--- src/rtl/req_gnt_clocking_if.sv ---
// Request/grant clocking adapter: three stimulus channels drive one registered req
// through per-channel output skew pipelines and get per-channel skewed gnt samples.
module req_gnt_clocking_if #(
  parameter int OUT_SKEW0 = 0,
  parameter int OUT_SKEW1 = 2,
  parameter int OUT_SKEW2 = 5,
  parameter int IN_SKEW0  = 0,
  parameter int IN_SKEW1  = 2,
  parameter int IN_SKEW2  = 5
) (
  input  logic clk,
  input  logic rst_n,
  input  logic drv_en0,
  input  logic drv_en1,
  input  logic drv_en2,
  input  logic drv_val0,
  input  logic drv_val1,
  input  logic drv_val2,
  output logic req,
  input  logic gnt,
  output logic req_smp,
  output logic gnt_smp0,
  output logic gnt_smp1,
  output logic gnt_smp2
);

  function automatic bit in_range(input int v);
    return (v >= 0) && (v <= 15);
  endfunction

  localparam bit SKEWS_OK = in_range(OUT_SKEW0) && in_range(OUT_SKEW1) && in_range(OUT_SKEW2) &&
                            in_range(IN_SKEW0)  && in_range(IN_SKEW1)  && in_range(IN_SKEW2);

  if (!SKEWS_OK) begin : g_bad_skew
    $error("req_gnt_clocking_if: skew parameters must lie in 0..15");
  end

  localparam logic [11:0] OUT_SKEWS = {4'(OUT_SKEW2), 4'(OUT_SKEW1), 4'(OUT_SKEW0)};
  localparam logic [11:0] IN_SKEWS  = {4'(IN_SKEW2),  4'(IN_SKEW1),  4'(IN_SKEW0)};

  logic [2:0] drv_en;
  logic [2:0] drv_val;
  logic [2:0] mat_vld;
  logic [2:0] mat_val;
  logic [2:0] gnt_smp_d;
  logic [2:0] gnt_smp_q;
  logic       req_d;
  logic       req_q;
  logic       req_smp_d;
  logic       req_smp_q;

  assign drv_en  = {drv_en2, drv_en1, drv_en0};
  assign drv_val = {drv_val2, drv_val1, drv_val0};

  for (genvar k = 0; k < 3; k++) begin : g_ch
    localparam int OS = int'(OUT_SKEWS[4*k +: 4]);
    localparam int IS = int'(IN_SKEWS[4*k +: 4]);

    // Zero skew bypasses the pipeline so the drive lands on req at its own edge.
    if (OS == 0) begin : g_drv_direct
      assign mat_vld[k] = drv_en[k];
      assign mat_val[k] = drv_val[k];
    end else begin : g_drv_pipe
      logic [OS-1:0] vld_q;
      logic [OS-1:0] vld_d;
      logic [OS-1:0] val_q;
      logic [OS-1:0] val_d;

      always_comb begin
        vld_d    = vld_q << 1;
        vld_d[0] = drv_en[k];
        val_d    = val_q << 1;
        val_d[0] = drv_val[k];
      end

      always_ff @(posedge clk or negedge rst_n) begin
        if (!rst_n) begin
          vld_q <= '0;
          val_q <= '0;
        end else begin
          vld_q <= vld_d;
          val_q <= val_d;
        end
      end

      assign mat_vld[k] = vld_q[OS-1];
      assign mat_val[k] = val_q[OS-1];
    end

    if (IS == 0) begin : g_smp_direct
      assign gnt_smp_d[k] = gnt;
    end else begin : g_smp_chain
      logic [IS-1:0] chain_q;
      logic [IS-1:0] chain_d;

      always_comb begin
        chain_d    = chain_q << 1;
        chain_d[0] = gnt;
      end

      always_ff @(posedge clk or negedge rst_n) begin
        if (!rst_n) begin
          chain_q <= '0;
        end else begin
          chain_q <= chain_d;
        end
      end

      assign gnt_smp_d[k] = chain_q[IS-1];
    end
  end

  // Lowest channel index wins when several drives mature on the same edge.
  always_comb begin
    req_d     = req_q;
    req_smp_d = req_q;
    if (mat_vld[0]) begin
      req_d = mat_val[0];
    end else if (mat_vld[1]) begin
      req_d = mat_val[1];
    end else if (mat_vld[2]) begin
      req_d = mat_val[2];
    end
  end

  always_ff @(posedge clk or negedge rst_n) begin
    if (!rst_n) begin
      req_q     <= 1'b0;
      req_smp_q <= 1'b0;
      gnt_smp_q <= '0;
    end else begin
      req_q     <= req_d;
      req_smp_q <= req_smp_d;
      gnt_smp_q <= gnt_smp_d;
    end
  end

  assign req      = req_q;
  assign req_smp  = req_smp_q;
  assign gnt_smp0 = gnt_smp_q[0];
  assign gnt_smp1 = gnt_smp_q[1];
  assign gnt_smp2 = gnt_smp_q[2];

endmodule

--- config.mk ---
export PLATFORM = sky130hd
export DESIGN_NAME = req_gnt_clocking_if
export DESIGN_NICKNAME = d
export VERILOG_FILES = /design/src/rtl/req_gnt_clocking_if.sv
export SDC_FILE = /design/constraint.sdc
export NUM_CORES = 1
export LEC_CHECK = 0
export CORE_MARGIN = 2
export CORE_UTILIZATION = 44
export DETAILED_ROUTE_END_ITERATION = 10
export PLACE_DENSITY = 0.72
export SLEW_MARGIN = 15
export SYNTH_ARGS = -nofsm -noshare
export SYNTH_HDL_FRONTEND = slang
export SYNTH_SLANG_ARGS = --single-unit
--- constraint.sdc ---
create_clock -name clk -period 1.05 [get_ports clk]
set_input_delay 0.1575 -clock clk [delete_from_list [all_inputs] [get_ports clk]]
set_output_delay 0.1575 -clock clk [all_outputs]
set_load 0.01 [all_outputs]
==> results by stage <==
Yosys:
- The average cell area after synthesis is 22.1 um^2.
- Of all flip-flops after synthesis, the portion carrying an async set or reset was 100%.
- Summing every instance area after synthesis gives 596 um^2.
- The cell taking the most area after synthesis is dfrtp_1.
- In the post-synthesis netlist, the biggest area contributors are dfrtp_1, a211oi_2, nor3b_2, mux2i_1, nor2b_1.
- The top-area cell type share of the netlist area is 92.4%.
- The number of warnings reported in the yosys synthesis log is 0.
- Synthesis produced a netlist whose cell count is 27.
- The most used standard cell by instance count after synthesis is dfrtp_1.
- Yosys mapped the design onto 6 distinct sky130hd cell types.
- The flip-flop and latch count after synthesis is 22.
- The proportion of synthesized chip area in sequential cells is 92.4%.
- For this run, the leading register cell type out of synthesis is dfrtp_1.
- The number of synthesized flops with an enable pin is 0.
- The net count of the mapped netlist is 36.

STA:
- For the final routed database, the setup TNS stands at 0 ps.
- Measured against its own limit, the worst slew margin works out to 86.6%.
- Setup violations remaining at the end of the flow were counted as 0.
- Between clock sinks in the finished design, the worst skew comes to 0.263 ps.
- Setup repair after global routing left no endpoint under its margin.
- The portion of the clock cycle consumed by the worst path in the final layout is 93.3%.
- For the pin with the worst max-slew slack, the measured transition is 196 ps.
- The number of hold-slack violations in the final timing report was 0.
- For this run, the top clock speed supported by timing is 1.02 GHz.
- The final count of pins violating max slew came to 0.
- The worst path in the final design needs a cycle of 979 ps, including I/O delays and setup.

Route:
- Detailed routing inserted a total of 271 vias.
- After the first detailed-routing iteration, the DRC count stood at 0.
- The count of nets left with antenna violations after detail routing is 0.
- The met2 routed wirelength is 369 um.
- The vias per cell is 4.44.
- Detailed routing placed a total of 47 um of wire on met3.
- For this block, the routed nets add up to 709 um of wire.
- For this run, the detailed router's first-pass iteration total came to 1.
- The met1 layer wirelength in the final routing is 284 um.
- The highest layer touched by signal routing is met4.
- After detailed routing, the number of remaining DRC violations is 0.
- The average routed wire per standard cell is 11.6 um.

Worst setup path:
- In this design, the largest share of critical-path delay is due to flip-flops.
- Traced cell by cell, the critical path runs through buf_2.
- In this run the critical register-to-register path is launched from req.
- The end of the worst register-to-register path is req.
- The signal arrival time at the worst endpoint is 820 ps.
- The largest individual stage delay along the critical path comes from the cell dfrtp_1.
- For the worst flop-to-flop path, the logic depth is 3.
- The startpoint type of the worst setup path is a flop.
- STA classifies the critical path endpoint as an output pin.
- The class of the most critical setup path is flop to output pin.
- The number of buffer and inverter instances along the worst setup path is 1.
- STA puts the critical path data required time at 890 ps.
- Of all nets on the critical path, the largest fanout is 2.
- The internal reg-to-reg setup slack is 150 ps.
- The largest single stage delay on the critical path is 390 ps.

CTS:
- The insertion delay to the later sink of the worst-skew pair is 290 ps.
- The root cell of the clock tree is clkbuf_4.
- The number of buffers created by CTS is 3.
- Buffers inserted to repair hold after CTS numbered 0.
- TritonCTS built the clock tree.
- In this run the number of H-tree levels came out at 1.
- Counting along the longest clock path gives a buffer depth of 2.
- Clock-pin slew was measured on the worst setup and hold paths at 100 ps.
- The number of sinks driven by the clock tree is 22.

Power:
- Dividing total power by cell area gives a power density of 1740 nW/um^2.
- The largest voltage drop on the vdd net is 0.000861 V.
- The leakage power total is 0.354 nW.

Outcome:
- The flow ran to the end, and the final reports show no timing, DRC or antenna violations.

Global route:
- The maximum number of pins on one net before global-route repair is 23.
- Global routing finished with a remaining overflow of 0.
- Global routing consumed, over all layers together, 12.0% of the routing resources.
- The wire length of the first global-routing pass is 1.21 mm.
- The number of antenna violations at the first check in global routing was 0.
- The number of global-route vias before repair is 292.

Layout:
- After the last flow step, the layout net total stands at 57.
- The final instance count without filler cells is 61.
- The number of antenna diodes in the final layout is 0.
- Of the cells placed in the final design, the portion with a size suffix greater than 1 is 28.3%.
- The area growth from synthesis to layout is 30.5%.

Placed design:
- The total placed cells including tap cells is 57.
- At the end of routability-driven placement, the weighted congestion stood at 0.616.
- The HPWL after detailed placement is 510 um.
- Input and output buffers added on the ports amount to 13.

Floorplanning:
- From bottom edge to top edge, the die measures 40.8 um.
- Row generation in the floorplan step produced 13 rows.
- 14 I/O pins were placed.
- The floorplan step defined a core boundary enclosing 1280 um^2.
- The die area is 1660 um^2.
- For this configuration, the core starts out at a cell density of 46.3%.
- The die is 40.8 um wide.

Run:
- The max capacitance violation total is 0.

Hold path:
- The worst hold path belongs to the class input pin to asynchronous set/reset pin.
==> layout make-up <==
cell class | count | area [um^2]
multi-input cells | 5 | 45.0
well taps | 15 | 18.8
flip-flops and latches | 22 | 551
fillers | 103 | 508
clock buffers | 3 | 22.5
repair buffers | 16 | 140
==> sequential cells by signal (all words and copies together), names as in the netlist <==
signal / flops
req: 1
g_ch.g_drv_pipe.val_q: 7
gnt_smp_q: 3
req_smp: 1
g_ch.g_smp_chain.chain_q: 3
g_ch.g_drv_pipe.vld_q: 7
==> layout by cell type, fill, tap and decap left out, types with 2 or more instances in the layout <==
| cell | instances |
|---|---|
| dfrtp_1 | 22 |
| clkdlybuf4s50_1 | 8 |
| buf_4 | 2 |
| buf_2 | 4 |
| clkbuf_4 | 3 |
==> routing by layer <==
metal / vias up / global-route usage, %
li1: 123 / -
met1: 135 / 14.5
met2: 11 / 18.8
met3: 2 / 3.26
met4: 0 / 7.50
met5: - / 0
==> power breakdown <==
| group | total, W | internal, W | switching (W) |
|---|---|---|---|
| registers | 0.000908 | 0.000893 | 0.0000151 |
| logic | 0.0000954 | 0.0000565 | 0.0000389 |
| clock network | 0.000346 | 0.000133 | 0.000213 |
| total | 0.00135 | 0.00108 | 0.000267 |
==> what timing repair did <==
action                                 4_1_cts  5_1_grt
resized for setup                           18        1
setup endpoints to repair                    5        1
endpoints found under the hold margin        0        0
setup buffers                                1        0
==> worst max-delay path by stage <==
stage	endpoint	startpoint	cells past startpoint	slack, ps
after global placement	gnt_smp0	gnt_smp_q[0]	1	40
after global routing	gnt_smp0	gnt_smp_q[0]	1	10
after detailed placement	req	drv_en0	3	8
after CTS	gnt_smp2	gnt_smp_q[2]	1	2
final	gnt_smp0	gnt_smp_q[0]	1	70
after floorplan	req	req	2	290
==> kinds of logic after synthesis <==
family / count (synthesis) / synth area share [%]
muxes: 1 / 1.68
AOI/OAI and AO/OA: 1 / 2.10
DFF: 22 / 92.4
and+or+nand+nor: 3 / 3.78
==> per-stage QoR <==
| step | instance area [um^2] | power (W) | hold WS (ps) | setup slack [ps] | util (%) |
|---|---|---|---|---|---|
| after floorplan | 596 | 0.000941 | -138 | 291 | - |
| after global placement | 772 | 0.00103 | 333 | 38.5 | 60.1 |
| after detailed placement | 772 | 0.00103 | 335 | 8.06 | 60.1 |
| after CTS | 782 | 0.00137 | 194 | 2.41 | 60.9 |
| after global routing | 777 | 0.00143 | 198 | 11.1 | 60.5 |
| final | 777 | 0.00135 | 205 | 70.6 | 60.5 |
No activity file was read; power rests on OpenSTA's default activity.
